==> config.mk <==
export PLATFORM = sky130hd
export DESIGN_NAME = product_result_buffer
export DESIGN_NICKNAME = d
export VERILOG_FILES = /design/src/rtl/product_result_buffer.sv
export SDC_FILE = /design/constraint.sdc
export NUM_CORES = 1
export LEC_CHECK = 0
export CAP_MARGIN = 10
export CORE_MARGIN = 4
export CORE_UTILIZATION = 45
export DETAILED_ROUTE_END_ITERATION = 7
export MAX_ROUTING_LAYER = met4
export PLACE_DENSITY_LB_ADDON = 0.25
export SLEW_MARGIN = 20
export SYNTH_ARGS = -nofsm -noshare
export SYNTH_HDL_FRONTEND = slang
export SYNTH_SLANG_ARGS = --single-unit
==> constraint.sdc <==
create_clock -name clk -period 3.4 [get_ports clk]
set_clock_uncertainty 0.05 [all_clocks]
set_input_delay 0.68 -clock clk [delete_from_list [all_inputs] [get_ports clk]]
set_output_delay 0.68 -clock clk [all_outputs]
set_load 0.005 [all_outputs]
==> src/rtl/product_result_buffer.sv <==
// ---------------------------------------------------------------------------
// product_result_buffer
//   Registered output stage for the 16-bit (1/8/7) floating-point multiplier.
//   Each Product word is captured under a valid/ready handshake, classified
//   (zero / subnormal / normal / inf / NaN), and queued in a small FIFO.
//   Saturating per-class statistics are kept for debug and precision tuning.
//
// Ports
//   clk, rst          clock, asynchronous active-high reset
//   in_valid/ready    upstream handshake; in_product = {sign, exp[7:0], mant[6:0]}
//   out_valid/ready   downstream handshake for the head entry
//   out_product       head entry word
//   out_class         head entry class: 0 zero, 1 subnormal, 2 normal, 3 inf, 4 NaN
//   level             current occupancy, 0..DEPTH
//   clr_stats         synchronous clear of the statistics counters
//   cnt_zero/inf/nan  saturating counts of accepted zero / inf / NaN words
// ---------------------------------------------------------------------------
module product_result_buffer #(
    parameter int unsigned DEPTH = 4,
    parameter int unsigned CNT_W = 16
) (
    input  logic                       clk,
    input  logic                       rst,
    input  logic                       in_valid,
    output logic                       in_ready,
    input  logic [15:0]                in_product,
    output logic                       out_valid,
    input  logic                       out_ready,
    output logic [15:0]                out_product,
    output logic [2:0]                 out_class,
    output logic [$clog2(DEPTH+1)-1:0] level,
    input  logic                       clr_stats,
    output logic [CNT_W-1:0]           cnt_zero,
    output logic [CNT_W-1:0]           cnt_inf,
    output logic [CNT_W-1:0]           cnt_nan
);

    localparam int unsigned PTR_W = (DEPTH > 1) ? $clog2(DEPTH) : 1;
    localparam int unsigned LVL_W = $clog2(DEPTH + 1);

    typedef enum logic [2:0] {
        CLS_ZERO = 3'd0,
        CLS_SUB  = 3'd1,
        CLS_NORM = 3'd2,
        CLS_INF  = 3'd3,
        CLS_NAN  = 3'd4
    } cls_e;

    logic [15:0]      data_q [DEPTH];
    cls_e             cls_q  [DEPTH];

    logic [PTR_W-1:0] wr_ptr_q, wr_ptr_d;
    logic [PTR_W-1:0] rd_ptr_q, rd_ptr_d;
    logic [LVL_W-1:0] level_q,  level_d;
    logic [15:0]      head_prod_q, head_prod_d;
    cls_e             head_cls_q,  head_cls_d;
    logic [CNT_W-1:0] cnt_zero_q, cnt_zero_d;
    logic [CNT_W-1:0] cnt_inf_q,  cnt_inf_d;
    logic [CNT_W-1:0] cnt_nan_q,  cnt_nan_d;

    cls_e             in_cls;
    logic             accept;
    logic             take;

    // Classification ignores the sign bit.
    always_comb begin
        in_cls = CLS_NORM;
        if (in_product[14:7] == 8'h00) begin
            in_cls = (in_product[6:0] == 7'd0) ? CLS_ZERO : CLS_SUB;
        end else if (in_product[14:7] == 8'hFF) begin
            in_cls = (in_product[6:0] == 7'd0) ? CLS_INF : CLS_NAN;
        end
    end

    // Ready depends on registered occupancy only: a full buffer refuses a
    // push even in a cycle where the head is being taken.
    assign in_ready  = !rst && (level_q < LVL_W'(DEPTH));
    assign out_valid = (level_q != '0);
    assign accept    = in_valid && in_ready;
    assign take      = out_valid && out_ready;

    always_comb begin
        wr_ptr_d    = accept ? wr_ptr_q + PTR_W'(1) : wr_ptr_q;
        rd_ptr_d    = take   ? rd_ptr_q + PTR_W'(1) : rd_ptr_q;

        level_d = level_q;
        unique case ({accept, take})
            2'b10:   level_d = level_q + LVL_W'(1);
            2'b01:   level_d = level_q - LVL_W'(1);
            default: level_d = level_q;
        endcase

        // The head register is preloaded with the entry the read pointer will
        // point at next. The write and next-read pointers only coincide during
        // an accept when the buffer is (or becomes) empty, in which case the
        // incoming word is the next head. With nothing left, the last head holds.
        head_prod_d = head_prod_q;
        head_cls_d  = head_cls_q;
        if (level_d != '0) begin
            if (accept && (wr_ptr_q == rd_ptr_d)) begin
                head_prod_d = in_product;
                head_cls_d  = in_cls;
            end else begin
                head_prod_d = data_q[rd_ptr_d];
                head_cls_d  = cls_q[rd_ptr_d];
            end
        end

        // Clear wins over the stored count but not over a coincident accept.
        cnt_zero_d = clr_stats ? '0 : cnt_zero_q;
        cnt_inf_d  = clr_stats ? '0 : cnt_inf_q;
        cnt_nan_d  = clr_stats ? '0 : cnt_nan_q;
        if (accept) begin
            unique case (in_cls)
                CLS_ZERO: if (cnt_zero_d != '1) cnt_zero_d = cnt_zero_d + CNT_W'(1);
                CLS_INF:  if (cnt_inf_d  != '1) cnt_inf_d  = cnt_inf_d  + CNT_W'(1);
                CLS_NAN:  if (cnt_nan_d  != '1) cnt_nan_d  = cnt_nan_d  + CNT_W'(1);
                default: ;
            endcase
        end
    end

    // Storage array carries no reset; occupancy and pointers define validity.
    always_ff @(posedge clk) begin
        if (accept) begin
            data_q[wr_ptr_q] <= in_product;
            cls_q[wr_ptr_q]  <= in_cls;
        end
    end

    always_ff @(posedge clk or posedge rst) begin
        if (rst) begin
            wr_ptr_q    <= '0;
            rd_ptr_q    <= '0;
            level_q     <= '0;
            head_prod_q <= '0;
            head_cls_q  <= CLS_ZERO;
            cnt_zero_q  <= '0;
            cnt_inf_q   <= '0;
            cnt_nan_q   <= '0;
        end else begin
            wr_ptr_q    <= wr_ptr_d;
            rd_ptr_q    <= rd_ptr_d;
            level_q     <= level_d;
            head_prod_q <= head_prod_d;
            head_cls_q  <= head_cls_d;
            cnt_zero_q  <= cnt_zero_d;
            cnt_inf_q   <= cnt_inf_d;
            cnt_nan_q   <= cnt_nan_d;
        end
    end

    assign out_product = head_prod_q;
    assign out_class   = head_cls_q;
    assign level       = level_q;
    assign cnt_zero    = cnt_zero_q;
    assign cnt_inf     = cnt_inf_q;
    assign cnt_nan     = cnt_nan_q;

endmodule

# Word level (Yosys, flattened, before mapping)
# Memories as Yosys holds them, arrays and structs flattened. A register that Yosys moved wholly into a read port is not among the register bits.
# Cells that the tools add are included.
word_totals:
  reg_bits: 55
  latch_bits: 0
  mem_bits_rw: 76
  mem_bits_ro: 0
  output_inout_bits: 72
  elab_cells: 53
  n_memories: 2
mem_list:
  columns: ["memory", "words", "width", "read_ports", "rd_ports_with_merged_regs", "write_ports", "line", "source"]
  rows:
  - ["data_q", 4, 16, 1, 1, 1, "49", "logic [15:0] data_q [DEPTH];"]
  - ["cls_q", 4, 3, 1, 1, 1, "50", "cls_e cls_q [DEPTH];"]
op_classes:
  n_addsub: 7
  n_mul: 0
  n_div: 0
  magnitude_cmp: 1
  eq_ne: 8
  n_shift: 0
  mux: 20
  bitwise_logic: 0
  n_reduce_logical: 9
ops:
  columns: ["cell", "count"]
  rows:
  - ["2-to-1 mux 16 bit", 12]
  - ["adder 16 x 1 -> 16 bit (second input constant)", 3]
  - ["inequality test 16 bit (second input constant)", 3]
  - ["2-to-1 mux 3 bit", 3]
  - ["== test 8 bit (second input constant)", 1]
  - ["logical NOT 8 bit", 1]
  - ["logical NOT 7 bit", 1]
  - ["one-hot mux 3 bit (2 select lines)", 1]
  - ["nonzero test 3 bit", 2]
  - ["adder 2 x 1 -> 2 bit (second input constant)", 2]
  - ["adder 3 x 1 -> 3 bit (second input constant)", 1]
  - ["== test 3 x 2 -> 1 bit (second input constant)", 1]
  - ["== test 3 bit (second input constant)", 1]
  - ["logical AND 1 bit", 3]
  - ["logical NOT 3 bit", 1]
  - ["less-than comparator 3 bit (second input constant)", 1]
  - ["2-to-1 mux 1 bit", 3]
  - ["subtractor 3 x 1 -> 3 bit (second input constant)", 1]
  - ["== test 2 x 1 -> 1 bit (second input constant)", 1]
  - ["== test 2 bit (second input constant)", 1]
  - ["2-to-1 mux 2 bit", 1]
  - ["logical NOT 1 bit", 1]

# Depth between registers and ports, before layout
logic_depth:
  ltp_word: 7
  depth_mapped: 14

# Worst setup path after synthesis
# OpenSTA, ideal clock, no wires.
synth_path:
  path_kind: "input to register"
  from: "in out_ready"
  to: "reg head_prod_q[0] (netlist: out_product[0]), read port of data_q"
  setup_ps: 135
  t_arrival_ps: 3386
  slack_ps: -171
  stages: 12
  cell_sequence: "o31ai_1 > inv_2 > clkbuf_1 > ha_1 > inv_1 > fa_1 > xor2_1 > o21a_1 > nor4_1 > clkbuf_1 > clkbuf_1 > o31ai_1"
synth_between:
  elab_chain_len: 4
synth_rtl:
  columns: ["element", "line", "source"]
  rows:
  - ["from (decl)", "28", "input logic out_ready,"]
  - ["logical AND 1 bit *", "80", "assign take = out_valid && out_ready;"]
  - ["== test 2 x 1 -> 1 bit / == test 2 bit (equally long branches)", "87", "unique case ({accept, take})"]
  - ["one-hot mux 3 bit (2 select lines)", "87", null]
  - ["nonzero test 3 bit", "99", "if (level_d != '0) begin"]
  - ["to (decl)", "55", "logic [15:0] head_prod_q, head_prod_d;"]
# Every way passes the cells marked *; elsewhere a longest branch is shown, timed or not.
# A chain may end at the register's enable or synchronous reset.

# Final worst setup path
layout_path:
  from: "in in_product[2]"
  to: "reg cnt_inf_q[10] (netlist: cnt_inf[10])"
layout_between:
  elab_chain_len: 7
layout_rtl:
  columns: ["element", "line", "source"]
  rows:
  - ["from (decl)", "26", "input logic [15:0] in_product,"]
  - ["logical NOT 7 bit *", "69, 71", null]
  - ["2-to-1 mux 3 bit", "71", "in_cls = (in_product[6:0] == 7'd0) ? CLS_INF : CLS_NAN;"]
  - ["2-to-1 mux 3 bit", "70", "end else if (in_product[14:7] == 8'hFF) begin"]
  - ["2-to-1 mux 3 bit *", "68", "if (in_product[14:7] == 8'h00) begin"]
  - ["== test 3 x 2 -> 1 bit *", "114", "unique case (in_cls)"]
  - ["2-to-1 mux 16 bit *", "114", null]
  - ["2-to-1 mux 16 bit *", "113", "if (accept) begin"]
  - ["via cnt_inf_d[10]", "58", "logic [CNT_W-1:0] cnt_inf_q, cnt_inf_d;"]
  - ["to (signal assigned)", "148", "cnt_inf_q <= cnt_inf_d;"]
  - ["to (decl)", "58", null]
# Mark *: on every way through the listed nets, which the timed path passes. The rest lies on a longest branch.

==> metrics.yaml <==
status: "finished clean"
synth.most_common_cell: "mux2i_1"
finalHoldViolCount: 0
regArea_sq_um: 4134
grt_max_degree: 58
r2r-end: "out_class[1]$_DFFE_PP0P_"
wl_per_cell_microns: 18.37
crit_required_ps: 3690
synthCells: 651
yosys_warnings: 0
multi_input_area_sq_um: 3242
antenna_found_initial: 0
grt_pass1_wl_microns: 30040
yosys.area_share.adder_pct: 1.587
power.density_nw_per_um2: 656.3
r2r_cells: 12
hold_path_end: "out_product[2]$_DFFE_PP0P_"
via_count: 5799
rsz0062_at_grt: "no"
clockBufferDepth: 2
crit_path_start_kind: "input port"
fin_crit_sh_pct: 90.11
io_pins: 93
dieHeight_microns: 137.7
max_freq_ghz: 0.3264
vdd_ir_drop_max_mv: 0.3966
num_antenna_cells: 0
synthesis.nets: 681
ff2ff_setup_slack_ps: 680
clock_latency_ps: 420
syn_area_per_cell_sq_um: 11.63
path_class: "input port to flop"
finalSetupViolCount: 0
synth_mux_area_share_pct: 11.35
synthXorXnorAreaFrac_pct: 3.718
gp_congestion: 0.8403
antenna_left: 0
synth_seq_cells: 150
worst_pin_slew_ps: 952.4
cts-htree-levels: 4
first_pass_iters: 5
synth_top_family_by_area: "simple AND/OR/NAND/NOR gates"
synth-async-reset-ratio_pct: 49.33
cts_tree: "yes"
worst_setup_path_end_kind: "flop"
die-area_sq_um: 18960
r2r-start: "level[2]$_DFF_PP0_"
cts_sinks: 150
syn_to_final_growth_pct: 28.44
viasPerCell: 5.713
ys.flop_type: "edfxtp_1"
yosysTopAreaCell: "edfxtp_1"
slew_headroom_pct: 36.51
initial_core_util_pct: 45.82
numCtsBuffers: 17
p_leak_nw: 3.817
synth-edff-count: 76
dp_hpwl_microns: 12540
yosysSeqAreaShare_pct: 54.60
synth_commonest_cells: "78 x mux2i_1, 76 x edfxtp_1, 74 x dfrtp_1"
portBuffers: 92
min_path_cells: 2
dpl_cell_area_sq_um: 9138
drive_gt1_share_pct: 13.46
syn_area_sq_um: 7571
synth_cell_types: 55
slew_viol_final: 0
initialDrtViolationCount: 457
drc: 0
dieWidth_microns: 137.7
overflow: 0
grt_pass1_vias: 6029
drt_wl_total_microns: 18640
synth-compound-area-share_pct: 10.23
min_from: "out_product[2]$_DFFE_PP0P_"
fin_nets: 812
path_clk_slew_ps: 60
arrival_ps: 3350
cp_max_fo: 21
core_sq_um: 16520
hold_path.class: "flop to flop"
fill_cells: 1331
cts_root_buf: "clkbuf_16"
whs_ps: 430.1
period_needed_ps: 3064
placementRows: 47
drv_cap: 0
synth.area.top_cells: "edfxtp_1 30%, dfrtp_1 24%, mux2i_1 10%"
final_core_util_pct: 58.85
cts_setup_buffers: 0
ctsHoldBuffers: 0
grt.total_usage_pct: 20.97
cts_resized: 0
fin_area_sq_um: 9724
synth-simple-area-share_pct: 15.67
synth_top_area_share_pct: 30.14
total_power_mw: 6.382
cell usage in the layout (no fill, tap or decap), types with 9 or more instances in the layout:
cell type and count:
clkdlybuf4s50_1 92, mux2i_1 78, edfxtp_1 76, dfrtp_1 74, buf_4 51, nor2_1 45
nand2_1 44, o22ai_1 34, o31ai_1 31, xnor2_1 19, a21oi_1 19, nor3b_1 19
or4_1 17, clkbuf_16 17, nand3_1 16, inv_1 12, nor2b_1 11, nand4_1 10
and3_1 9
cell families after synthesis:
group / Yosys count
multiplexers: 85
buffers and inverters: 53
adder cells (fa/ha/maj): 9
XOR/XNOR: 29
flip-flops: 150
AO/OA/AOI/OAI: 109
AND/OR/NAND/NOR: 216
power breakdown:
| group | total [mW] | internal (mW) | switching (mW) |
|---|---|---|---|
| Combinational | 2.14 | 1.08 | 1.06 |
| Clock | 1.87 | 1.14 | 0.724 |
| Sequential | 2.38 | 2.17 | 0.206 |
metal layers:
layer | wire length, microns | GRT usage (%) | share of wire, % | up-vias
li1 | - | - | - | 2721
met5 | 0 | - | 0 | -
met1 | 7933 | 25.28 | 43 | 2894
met3 | 908 | 4.383 | 4.9 | 24
met2 | 9518 | 35.25 | 51 | 160
met4 | 284 | 7.080 | 1.5 | 0
flip-flops by register name, summed over array words and instances (netlist names):
name         cells
out_class        3
rd_ptr_q         2
data_q          64
out_product     16
cnt_zero        16
cnt_nan         16
cnt_inf         16
level            3
wr_ptr_q         2
cls_q           12
how the worst max path moves through the flow:
stage	slack, ps	end	from	depth (start not counted)
global placement	-20	cnt_inf[11]$_DFF_PP0_	in_product[2]	8
CTS	380	cnt_inf[10]$_DFF_PP0_	in_product[2]	8
global route	210	cnt_inf[10]$_DFF_PP0_	in_product[2]	8
floorplan	60	out_product[0]$_DFFE_PP0P_	out_ready	12
finish	340	cnt_inf[10]$_DFF_PP0_	in_product[2]	8
detailed placement	-50	cnt_inf[11]$_DFF_PP0_	in_product[2]	8
cell type report:
| class | count | share of cell area [%] |
|---|---|---|
| Clock buffer | 17 | 4.375 |
| Timing Repair Buffer | 149 | 14.64 |
| Multi-Input combinational cell | 448 | 33.34 |
| Clock inverter | 15 | 1.660 |
| Inverter | 16 | 0.6433 |
| Sequential cell | 150 | 42.51 |
| Tap cell | 220 | 2.831 |
critical path, stage by stage:
cell and delay (ps):
clkdlybuf4s50_1 440, nor4_2 690, nand3_1 170, buf_4 200
a311o_1 310, buf_4 200, or4_1 480, a21oi_1 180
through the flow:
stage | setup TNS (ps) | worst slack (ps) | cells
final | 0 | 336.4 | 1015
after global routing | 0 | 209.4 | 1015
after CTS | 0 | 382.7 | 1015
after detailed placement | -147.6 | -53.23 | 983
after global placement | -48.92 | -24.71 | 983
after floorplan | 0 | 55.89 | 651
Power figures use the tool's default switching activity.
